File: config.mk
export PLATFORM = sky130hd
export DESIGN_NAME = wfq_queue_buf_flat
export DESIGN_NICKNAME = d
export VERILOG_FILES = /design/src/rtl/wfq_queue_buf_if.sv /design/src/rtl/wfq_queue_buf.sv /design/src/flat_wrapper.sv
export SDC_FILE = /design/constraint.sdc
export NUM_CORES = 1
export LEC_CHECK = 0
export ABC_AREA = 1
export CAP_MARGIN = 20
export CORE_MARGIN = 4
export CORE_UTILIZATION = 40
export DETAILED_ROUTE_END_ITERATION = 7
export PLACE_DENSITY = 0.67
export SKIP_CTS_REPAIR_TIMING = 1
export SKIP_LAST_GASP = 1
export SLEW_MARGIN = 20
export SYNTH_ARGS = -nofsm -noshare
export SYNTH_HDL_FRONTEND = slang
export SYNTH_SLANG_ARGS = --single-unit
File: constraint.sdc
create_clock -name clk -period 5.93 [get_ports clk]
set_input_delay 0.593 -clock clk [delete_from_list [all_inputs] [get_ports clk]]
set_output_delay 0.593 -clock clk [all_outputs]
set_load 0.02 [all_outputs]
File: src/rtl/wfq_queue_buf_if.sv
// Queue-side bundle between the descriptor buffer, the enqueue source, the
// weighted-fair scheduler and the downstream consumer.
interface wfq_queue_buf_if #(
  parameter int QUEUE_NUM_WIDTH    = 2,
  parameter int QUEUE_NUM          = 2**QUEUE_NUM_WIDTH,
  parameter int QUEUE_WEIGHT_WIDTH = 7,
  parameter int DATA_WIDTH         = 8
);
  logic                                    enq_vld;
  logic [QUEUE_NUM_WIDTH-1:0]              enq_qid;
  logic [DATA_WIDTH-1:0]                   enq_data;
  logic                                    enq_rdy;
  logic                                    cfg_load;
  logic [QUEUE_NUM*QUEUE_WEIGHT_WIDTH-1:0] cfg_weight;
  logic [QUEUE_NUM*QUEUE_WEIGHT_WIDTH-1:0] wfq_weight;
  logic [QUEUE_NUM-1:0]                    wfq_rdy;
  logic                                    wfq_sch_en;
  logic                                    wfq_winner_vld;
  logic [QUEUE_NUM_WIDTH-1:0]              wfq_winner;
  logic                                    deq_vld;
  logic [QUEUE_NUM_WIDTH-1:0]              deq_qid;
  logic [DATA_WIDTH-1:0]                   deq_data;
  logic                                    deq_rdy;
  logic                                    err_grant;

  modport master (
    output enq_vld, enq_qid, enq_data, cfg_load, cfg_weight,
           wfq_winner_vld, wfq_winner, deq_rdy,
    input  enq_rdy, wfq_weight, wfq_rdy, wfq_sch_en,
           deq_vld, deq_qid, deq_data, err_grant
  );

  modport slave (
    input  enq_vld, enq_qid, enq_data, cfg_load, cfg_weight,
           wfq_winner_vld, wfq_winner, deq_rdy,
    output enq_rdy, wfq_weight, wfq_rdy, wfq_sch_en,
           deq_vld, deq_qid, deq_data, err_grant
  );
endinterface

File: src/rtl/wfq_queue_buf.sv
// Per-queue descriptor FIFOs feeding a WFQ scheduler; granted heads pop into
// one registered output stage with a valid/ready handshake.
module wfq_queue_buf #(
  parameter int QUEUE_NUM_WIDTH    = 2,
  parameter int QUEUE_NUM          = 2**QUEUE_NUM_WIDTH,
  parameter int QUEUE_WEIGHT_WIDTH = 7,
  parameter int DATA_WIDTH         = 8,
  parameter int DEPTH_WIDTH        = 2
) (
  input  logic            clk,
  input  logic            rst_n,
  wfq_queue_buf_if.slave  bus
);
  localparam int DEPTH = 1 << DEPTH_WIDTH;
  localparam int CNT_W = DEPTH_WIDTH + 1;
  localparam int WT_W  = QUEUE_NUM * QUEUE_WEIGHT_WIDTH;

  typedef enum logic [1:0] {ST_EMPTY, ST_SCHED, ST_STALL, ST_DRAIN} state_t;

  logic [DATA_WIDTH-1:0]      mem_q    [QUEUE_NUM][DEPTH];
  logic [DEPTH_WIDTH-1:0]     wr_ptr_q [QUEUE_NUM];
  logic [DEPTH_WIDTH-1:0]     wr_ptr_d [QUEUE_NUM];
  logic [DEPTH_WIDTH-1:0]     rd_ptr_q [QUEUE_NUM];
  logic [DEPTH_WIDTH-1:0]     rd_ptr_d [QUEUE_NUM];
  logic [CNT_W-1:0]           cnt_q    [QUEUE_NUM];
  logic [CNT_W-1:0]           cnt_d    [QUEUE_NUM];
  logic [QUEUE_NUM-1:0]       rdy, full, enq_hit, pop_hit;
  logic [WT_W-1:0]            weight_q, weight_d;
  logic                       err_q, err_d;
  logic                       vld_p1, vld_p1_d;
  logic [QUEUE_NUM_WIDTH-1:0] qid_p1, qid_p1_d;
  logic [DATA_WIDTH-1:0]      data_p1, data_p1_d;
  state_t                     state_q, state_d;
  logic                       out_free, sch_en, enq_ok, grant_ok, grant_bad, any_d;

  always_comb begin
    for (int i = 0; i < QUEUE_NUM; i++) begin
      rdy[i]  = (cnt_q[i] != '0);
      full[i] = (cnt_q[i] == CNT_W'(DEPTH));
    end
  end

  assign out_free  = !vld_p1 || bus.deq_rdy;
  assign sch_en    = (|rdy) && out_free;
  assign enq_ok    = bus.enq_vld && !full[bus.enq_qid];
  assign grant_ok  = bus.wfq_winner_vld && sch_en && rdy[bus.wfq_winner];
  assign grant_bad = bus.wfq_winner_vld && sch_en && !rdy[bus.wfq_winner];

  always_comb begin
    weight_d = bus.cfg_load ? bus.cfg_weight : weight_q;
    err_d    = err_q || grant_bad;
    enq_hit  = '0;
    pop_hit  = '0;
    any_d    = 1'b0;
    for (int i = 0; i < QUEUE_NUM; i++) begin
      enq_hit[i]  = enq_ok && (bus.enq_qid == QUEUE_NUM_WIDTH'(i));
      pop_hit[i]  = grant_ok && (bus.wfq_winner == QUEUE_NUM_WIDTH'(i));
      wr_ptr_d[i] = enq_hit[i] ? wr_ptr_q[i] + DEPTH_WIDTH'(1) : wr_ptr_q[i];
      rd_ptr_d[i] = pop_hit[i] ? rd_ptr_q[i] + DEPTH_WIDTH'(1) : rd_ptr_q[i];
      cnt_d[i]    = cnt_q[i] + CNT_W'(enq_hit[i]) - CNT_W'(pop_hit[i]);
      any_d       = any_d || (cnt_d[i] != '0);
    end
  end

  // Output stage p1: reloads on an accepted grant, otherwise drains on deq_rdy.
  always_comb begin
    vld_p1_d  = vld_p1;
    qid_p1_d  = qid_p1;
    data_p1_d = data_p1;
    if (grant_ok) begin
      vld_p1_d  = 1'b1;
      qid_p1_d  = bus.wfq_winner;
      data_p1_d = mem_q[bus.wfq_winner][rd_ptr_q[bus.wfq_winner]];
    end else if (bus.deq_rdy) begin
      vld_p1_d  = 1'b0;
    end
  end

  always_comb begin
    state_d = ST_SCHED;
    if (!any_d && !vld_p1_d)            state_d = ST_EMPTY;
    else if (vld_p1_d && !any_d)        state_d = ST_DRAIN;
    else if (vld_p1_d && !bus.deq_rdy)  state_d = ST_STALL;
  end

  always_ff @(posedge clk) begin
    if (!rst_n) begin
      for (int i = 0; i < QUEUE_NUM; i++) begin
        wr_ptr_q[i] <= '0;
        rd_ptr_q[i] <= '0;
        cnt_q[i]    <= '0;
        weight_q[i*QUEUE_WEIGHT_WIDTH +: QUEUE_WEIGHT_WIDTH] <= QUEUE_WEIGHT_WIDTH'(1);
      end
      err_q   <= 1'b0;
      vld_p1  <= 1'b0;
      qid_p1  <= '0;
      data_p1 <= '0;
      state_q <= ST_EMPTY;
    end else begin
      wr_ptr_q <= wr_ptr_d;
      rd_ptr_q <= rd_ptr_d;
      cnt_q    <= cnt_d;
      weight_q <= weight_d;
      err_q    <= err_d;
      vld_p1   <= vld_p1_d;
      qid_p1   <= qid_p1_d;
      data_p1  <= data_p1_d;
      state_q  <= state_d;
    end
  end

  always_ff @(posedge clk) begin
    if (enq_ok) mem_q[bus.enq_qid][wr_ptr_q[bus.enq_qid]] <= bus.enq_data;
  end

  assert property (@(posedge clk) disable iff (!rst_n)
    (state_q == ST_EMPTY) |-> (!vld_p1 && (rdy == '0)));

  assign bus.enq_rdy    = !full[bus.enq_qid];
  assign bus.wfq_weight = weight_q;
  assign bus.wfq_rdy    = rdy;
  assign bus.wfq_sch_en = sch_en;
  assign bus.deq_vld    = vld_p1;
  assign bus.deq_qid    = qid_p1;
  assign bus.deq_data   = data_p1;
  assign bus.err_grant  = err_q;
endmodule

File: src/flat_wrapper.sv
// flat-port wrapper written by rule: the top's interface ports become plain ports
module wfq_queue_buf_flat 
#(
  parameter int QUEUE_NUM_WIDTH    = 2,
  parameter int QUEUE_NUM          = 2**QUEUE_NUM_WIDTH,
  parameter int QUEUE_WEIGHT_WIDTH = 7,
  parameter int DATA_WIDTH         = 8,
  parameter int DEPTH_WIDTH        = 2
)
  (clk, rst_n, bus_enq_vld, bus_enq_qid, bus_enq_data, bus_cfg_load, bus_cfg_weight, bus_wfq_winner_vld, bus_wfq_winner, bus_deq_rdy, bus_enq_rdy, bus_wfq_weight, bus_wfq_rdy, bus_wfq_sch_en, bus_deq_vld, bus_deq_qid, bus_deq_data, bus_err_grant);
  wfq_queue_buf_if #(.QUEUE_NUM_WIDTH(QUEUE_NUM_WIDTH), .QUEUE_NUM(QUEUE_NUM), .QUEUE_WEIGHT_WIDTH(QUEUE_WEIGHT_WIDTH), .DATA_WIDTH(DATA_WIDTH)) bus_i ();
  input  logic clk;
  input  logic rst_n;
  input wire logic [$bits(bus_i.enq_vld)-1:0] bus_enq_vld;
  input wire logic [$bits(bus_i.enq_qid)-1:0] bus_enq_qid;
  input wire logic [$bits(bus_i.enq_data)-1:0] bus_enq_data;
  input wire logic [$bits(bus_i.cfg_load)-1:0] bus_cfg_load;
  input wire logic [$bits(bus_i.cfg_weight)-1:0] bus_cfg_weight;
  input wire logic [$bits(bus_i.wfq_winner_vld)-1:0] bus_wfq_winner_vld;
  input wire logic [$bits(bus_i.wfq_winner)-1:0] bus_wfq_winner;
  input wire logic [$bits(bus_i.deq_rdy)-1:0] bus_deq_rdy;
  output wire logic [$bits(bus_i.enq_rdy)-1:0] bus_enq_rdy;
  output wire logic [$bits(bus_i.wfq_weight)-1:0] bus_wfq_weight;
  output wire logic [$bits(bus_i.wfq_rdy)-1:0] bus_wfq_rdy;
  output wire logic [$bits(bus_i.wfq_sch_en)-1:0] bus_wfq_sch_en;
  output wire logic [$bits(bus_i.deq_vld)-1:0] bus_deq_vld;
  output wire logic [$bits(bus_i.deq_qid)-1:0] bus_deq_qid;
  output wire logic [$bits(bus_i.deq_data)-1:0] bus_deq_data;
  output wire logic [$bits(bus_i.err_grant)-1:0] bus_err_grant;
  assign bus_i.enq_vld = bus_enq_vld;
  assign bus_i.enq_qid = bus_enq_qid;
  assign bus_i.enq_data = bus_enq_data;
  assign bus_i.cfg_load = bus_cfg_load;
  assign bus_i.cfg_weight = bus_cfg_weight;
  assign bus_i.wfq_winner_vld = bus_wfq_winner_vld;
  assign bus_i.wfq_winner = bus_wfq_winner;
  assign bus_i.deq_rdy = bus_deq_rdy;
  assign bus_enq_rdy = bus_i.enq_rdy;
  assign bus_wfq_weight = bus_i.wfq_weight;
  assign bus_wfq_rdy = bus_i.wfq_rdy;
  assign bus_wfq_sch_en = bus_i.wfq_sch_en;
  assign bus_deq_vld = bus_i.deq_vld;
  assign bus_deq_qid = bus_i.deq_qid;
  assign bus_deq_data = bus_i.deq_data;
  assign bus_err_grant = bus_i.err_grant;
  wfq_queue_buf #(.QUEUE_NUM_WIDTH(QUEUE_NUM_WIDTH), .QUEUE_NUM(QUEUE_NUM), .QUEUE_WEIGHT_WIDTH(QUEUE_WEIGHT_WIDTH), .DATA_WIDTH(DATA_WIDTH), .DEPTH_WIDTH(DEPTH_WIDTH)) u_core (.clk(clk), .rst_n(rst_n), .bus(bus_i));
endmodule
; ---- After elaboration in Yosys (flattened, before gate mapping)
; Memory sizes are Yosys's and may differ from the RTL's.
; Index checks and enable logic that the tools add are counted.
[word_totals]
mem_bits_rw = 128
mem_count = 1
regBits = 68
[classes]
mux = 19
bitwise = 4
eq_ne = 10
reduce_logical = 27
n_addsub = 16
magnitude_cmp = 7
[memory_table]
columns = name, depth, width, read_ports, rd_clocked_by_memory_dff, write_ports, line
row1 = u_core.mem_q, 4, 32, 1, 0, 1, wfq_queue_buf.sv:20  ; logic [DATA_WIDTH-1:0] mem_q [QUEUE_NUM][DEPTH];
[op_table]
columns = op, n
row1 = 2-to-1 mux 32 bit, 1
row2 = 2-to-1 mux 8 bit, 3
row3 = "adder 2 x 1 -> 2 bit, second input constant", 8
row4 = binary-select mux 8 bit (select 2 bit), 1
row5 = demux 8 bit (select 2 bit), 1
row6 = logical AND 1 bit, 14
row7 = adder 3 x 1 -> 3 bit, 4
row8 = "== test 3 bit, second input constant", 4
row9 = "greater-or-equal comparator 3 bit, second input constant", 4
row10 = inverter 2 -> 3 bit, 4
row11 = nonzero test 3 bit, 4
row12 = subtractor 3 x 1 -> 3 bit, 4
row13 = binary-select mux 2 bit (select 2 bit), 2
row14 = "== test 2 bit, second input constant", 4
row15 = 2-to-1 mux 2 bit, 4
row16 = "less-than comparator 2 x 3 -> 1 bit, second input constant", 2
row17 = 2-to-1 mux 1 bit, 5
row18 = binary-select mux 1 bit (select 2 bit), 2
row19 = "== test 2 x 1 -> 1 bit, second input constant", 2
row20 = zero test 2 bit, 2
row21 = OR reduction 4 bit, 1
row22 = zero test 1 bit, 3
row23 = "less-than comparator 3 x 1 -> 1 bit, second input constant", 1
row24 = logical OR 1 bit, 2
row25 = nonzero test 2 bit, 1

; ---- Depth between registers and ports, before layout
[depth]
ltp_word = 10
mapped_depth = 17
depth_no_buf = 16

; ---- Worst setup path before layout
; No wires, ideal clock.
[synth_path]
path_type = input-to-reg
start = in bus_wfq_winner[1]
end = reg u_core.cnt_q[2] (netlist bit)
setup_time_ns = 0.119
stages = 16
n_path_buf = 2
arrival_time_ns = 2.630
path_slack_ns = 3.180
t_required_ns = 5.811
path_cell_list = buf_4 > inv_2 > nor2_2 > nand3_1 > nand4_1 > nor2_1 > inv_1 > buf_2 > nor2_1 > ha_1 > inv_1 > ha_1 > inv_1 > fa_1 > o21ai_0 > a21oi_1
[synth_between]
elab_chain_cells = 5
elab_cells_between_ends = 6
[synth_lines]
columns = item, line
row1 = from (decl), flat_wrapper.sv:20  ; input wire logic [$bits(bus_i.wfq_winner)-1:0] bus_wfq_winner;
row2 = binary-select mux 1 bit (select 2 bit), wfq_queue_buf.sv:46  ; assign grant_ok = bus.wfq_winner_vld && sch_en && rdy[bus.wfq_winner];
row3 = 2-to-1 mux 1 bit (not written as such), wfq_queue_buf.sv:46
row4 = logical AND 1 bit, wfq_queue_buf.sv:46
row5 = logical AND 1 bit (*), wfq_queue_buf.sv:57  ; pop_hit[i] = grant_ok && (bus.wfq_winner == QUEUE_NUM_WIDTH'(i));
row6 = net u_core.pop_hit[3], wfq_queue_buf.sv:27  ; logic [QUEUE_NUM-1:0] rdy, full, enq_hit, pop_hit;
row7 = subtractor 3 x 1 -> 3 bit (*), wfq_queue_buf.sv:60  ; cnt_d[i] = cnt_q[i] + CNT_W'(enq_hit[i]) - CNT_W'(pop_hit[i]);
row8 = to (signal assigned), wfq_queue_buf.sv:102  ; cnt_q <= cnt_d;
row9 = to (decl), wfq_queue_buf.sv:25  ; logic [CNT_W-1:0] cnt_q [QUEUE_NUM];
; Mark *: on every way through the listed nets, which the timed path passes. The rest lies on a longest branch. The select of a mux whose other input is x is not followed.
; A chain may end at the register's enable or synchronous reset.

; ---- Worst setup path after layout
[layout_path]
start = in bus_wfq_winner[0]
end = reg u_core.cnt_q[11] (netlist bit)
; The elaborated chain is that of the path after synthesis.

==> results.json <==
{
  "status": "complete, no violations",
  "syn_nets": 949,
  "required_ns": 6.24,
  "netlist_area_mm2": 0.008194,
  "reg2reg_depth": 15,
  "drv_slew": 0,
  "drc": 0,
  "cp-end-kind": "flop",
  "area_growth_pct": 20.63,
  "wl_met1_um": 8392,
  "fin_crit_sh": 0.6787,
  "synth.avg_cell_area_um2": 9.197,
  "clk_pin_slew_worst_paths_ns": 0.07,
  "grt_first_pass_wirelength_um": 28860,
  "cts.path.max_buffers": 2,
  "postSynthRegisterBits": 196,
  "worstSetupStartpointType": "input port",
  "cts_made_buffers": 17,
  "place.detailed.hpwl_um": 11990,
  "root_buffer": "clkbuf_16",
  "hold_end": "u_core.wr_ptr_q[2]",
  "setup_tns_ns": 0,
  "ios": 92,
  "fp.dieW_um": 151.1,
  "worstHoldStart": "u_core.wr_ptr_q[2]",
  "drive_above_1_share": 0.05279,
  "ys_seq_area_frac": 0.6352,
  "clock_skew_ns": 0.01022,
  "drt-total-wl_um": 18520,
  "rsz0062_at_grt": "false",
  "nFillCells": 1864,
  "antenna_found_initial": 0,
  "powerDensity_mw_per_mm2": 335.6,
  "route.antenna.remaining_nets": 0,
  "crit_type": "in -> reg",
  "worst_pin_slew_ns": 0.9272,
  "viasPerCell": 4.755,
  "start_util": 0.4063,
  "cts.sinks": 196,
  "r2r-end": "u_core.cnt_q[11]",
  "met3_length_um": 995,
  "synth_xor_area_frac": 0.004275,
  "synth_top_family_by_area": "simple AND/OR/NAND/NOR gates",
  "gp_congestion": 0.8952,
  "placedCellCount": 1223,
  "finalCriticalPeriod_ns": 4.025,
  "avgRoutedWirePerCell_um": 14.76,
  "crit_fanout": 35,
  "worstSkewPairLatency_ns": 0.43,
  "critical_path_buf_inv_count": 5,
  "track_usage": 0.1662,
  "slew_headroom": 0.3799,
  "core_mm2": 0.02017,
  "dieArea_mm2": 0.02284,
  "grt_max_degree": 64,
  "ff2ff_setup_slack_ns": 2.95,
  "wl_met2_um": 8764,
  "final_common_cell": "nand2_1",
  "fin_util": 0.4901,
  "diodes": 0,
  "dieHeight_um": 151.1,
  "finalSetupViolCount": 0,
  "cap_violations": 0,
  "mostFrequentLayoutCells": "nand2_1 (294), nor2_1 (156), edfxtp_1 (128)",
  "cts_tree": "done",
  "hold_viol_final": 0,
  "fin_cells": 1255,
  "first_global_vias": 5621,
  "netlist_instances": 891,
  "initialDrtViolationCount": 426,
  "synth_compound_area_frac": 0.03191,
  "cpPeakStageDelay_ns": 0.82,
  "r2r-start": "u_core.cnt_q[4]",
  "worst_path_max_delay_cell": "clkdlybuf4s50_1",
  "crit_chain": "clkdlybuf4s50_1 > nand2_2 > inv_2 > nand3_1 > nand4_1 > nor2_2 > buf_4 > inv_1 > nor3_1 > ha_1 > inv_1 > ha_1 > fa_1 > xnor2_1 > nor2_1",
  "row_count": 52,
  "hp-class": "reg -> reg",
  "synth_mux_area_frac": 0,
  "synth-simple-area-share": 0.2524,
  "first_pass_iters": 5,
  "min_path_cells": 2,
  "vias": 5968,
  "finalNetCount": 1030,
  "top_layer": "met4",
  "yosysUniqueCellTypes": 25,
  "worst_path_dominant_cell_family": "buffers and inverters",
  "grt_overflow_total": 0,
  "h-tree-depth": 4,
  "power.leakage_nw": 4.080,
  "fmax_mhz": 248.5,
  "synth_fa_ha_area_frac": 0.02199,
  "synth_warnings": 0,
  "ir_drop_v": 0.0001915,
  "crit_arrival_ns": 4.34,
  "portBuffers": 91
}
## Yosys cell counts (all sizes together)
library cell	count	area, µm²
a21oi	17	85.08
fa	4	80.08
clkbuf	10	37.54
o22ai	1	6.260
nand4	7	43.79
ha	8	100.1
o21ai	34	170.2
nor2	163	636.9
edfxtp	128	3844
inv	73	274.0
dfxtp	68	1361
nand3	50	250.2
nor3	3	15.01
xnor2	4	35.03
nand2	296	1116
buf	24	132.6
or2	1	6.260
## logic make-up (layout without fill, tap and decap cells)
logic type / after synthesis / in the layout
DFF: 196 / 196
AOI/OAI and AO/OA: 52 / 52
adders and majority gates: 12 / 12
and+or+nand+nor: 520 / 520
buffers and inverters: 107 / 201
xor gates and xnor gates: 4 / 4
## stage by stage
step / instance area, µm² / total power, mW / hold slack, ns / worst slack, ns
floorplan: 8194 / 1.972 / 0.4210 / 3.180
global placement: 9308 / 2.220 / 0.4293 / 1.538
detailed placement: 9308 / 2.225 / 0.4349 / 1.422
CTS: 9884 / 3.343 / 0.4462 / 1.874
global route: 9884 / 3.470 / 0.4673 / 1.545
finish: 9884 / 3.317 / 0.4486 / 1.905
## how the worst max path moves through the flow
stage,slack (ns),cells after the start,end,startpoint
2_1_floorplan,3.18,16,u_core.cnt_q[2],bus_wfq_winner[1]
3_3_place_gp,1.54,15,u_core.cnt_q[11],bus_wfq_winner[0]
3_5_place_dp,1.42,15,u_core.cnt_q[11],bus_wfq_winner[0]
4_1_cts,1.87,15,u_core.cnt_q[11],bus_wfq_winner[0]
5_1_grt,1.54,16,u_core.cnt_q[2],bus_wfq_winner[0]
6_report,1.91,15,u_core.cnt_q[11],bus_wfq_winner[0]
## registers in the layout, indices dropped and copies added (netlist names)
signal	count
u_core.cnt_q	12
u_core.wr_ptr_q	8
u_core.bus.err_grant	1
u_core.bus.deq_vld	1
u_core.bus.wfq_weight	28
u_core.mem_q	128
u_core.bus.deq_qid	2
u_core.bus.deq_data	8
u_core.rd_ptr_q	8
## final cells by class
class	count	area (µm²)	area share
Inverter	73	274.0	0.02772
Clock buffer	18	450.4	0.04557
Tap cell	270	337.8	0.03418
Timing Repair Buffer	96	943.4	0.09544
Clock inverter	14	126.4	0.01278
Sequential cell	196	5205	0.5266
Multi-Input combinational cell	588	2547	0.2577
## worst register-to-register path: stages (launching register included)
cell,delay (ns)
dfxtp_1,0.35
nor2_1,0.19
nand2_1,0.13
nor2_1,0.14
nand2_1,0.07
nand3_1,0.10
nor2_2,0.04
buf_4,0.21
inv_1,0.38
nor3_1,0.10
ha_1,0.30
inv_1,0.04
ha_1,0.21
fa_1,0.41
xnor2_1,0.16
nor2_1,0.05
## per-layer routing
metal | GRT usage | vias to the layer above
met5 | 0 | -
met3 | 0.04369 | 28
met4 | 0.05938 | 0
met2 | 0.2646 | 162
li1 | - | 3022
met1 | 0.2205 | 2756
## power by group
group | internal [mW] | total, mW | switching, mW
Combinational | 0.246 | 0.623 | 0.377
Sequential | 1.53 | 1.57 | 0.0383
Clock | 0.610 | 1.12 | 0.514
Total | 2.39 | 3.32 | 0.929
No activity file was read; power rests on OpenSTA's default activity.
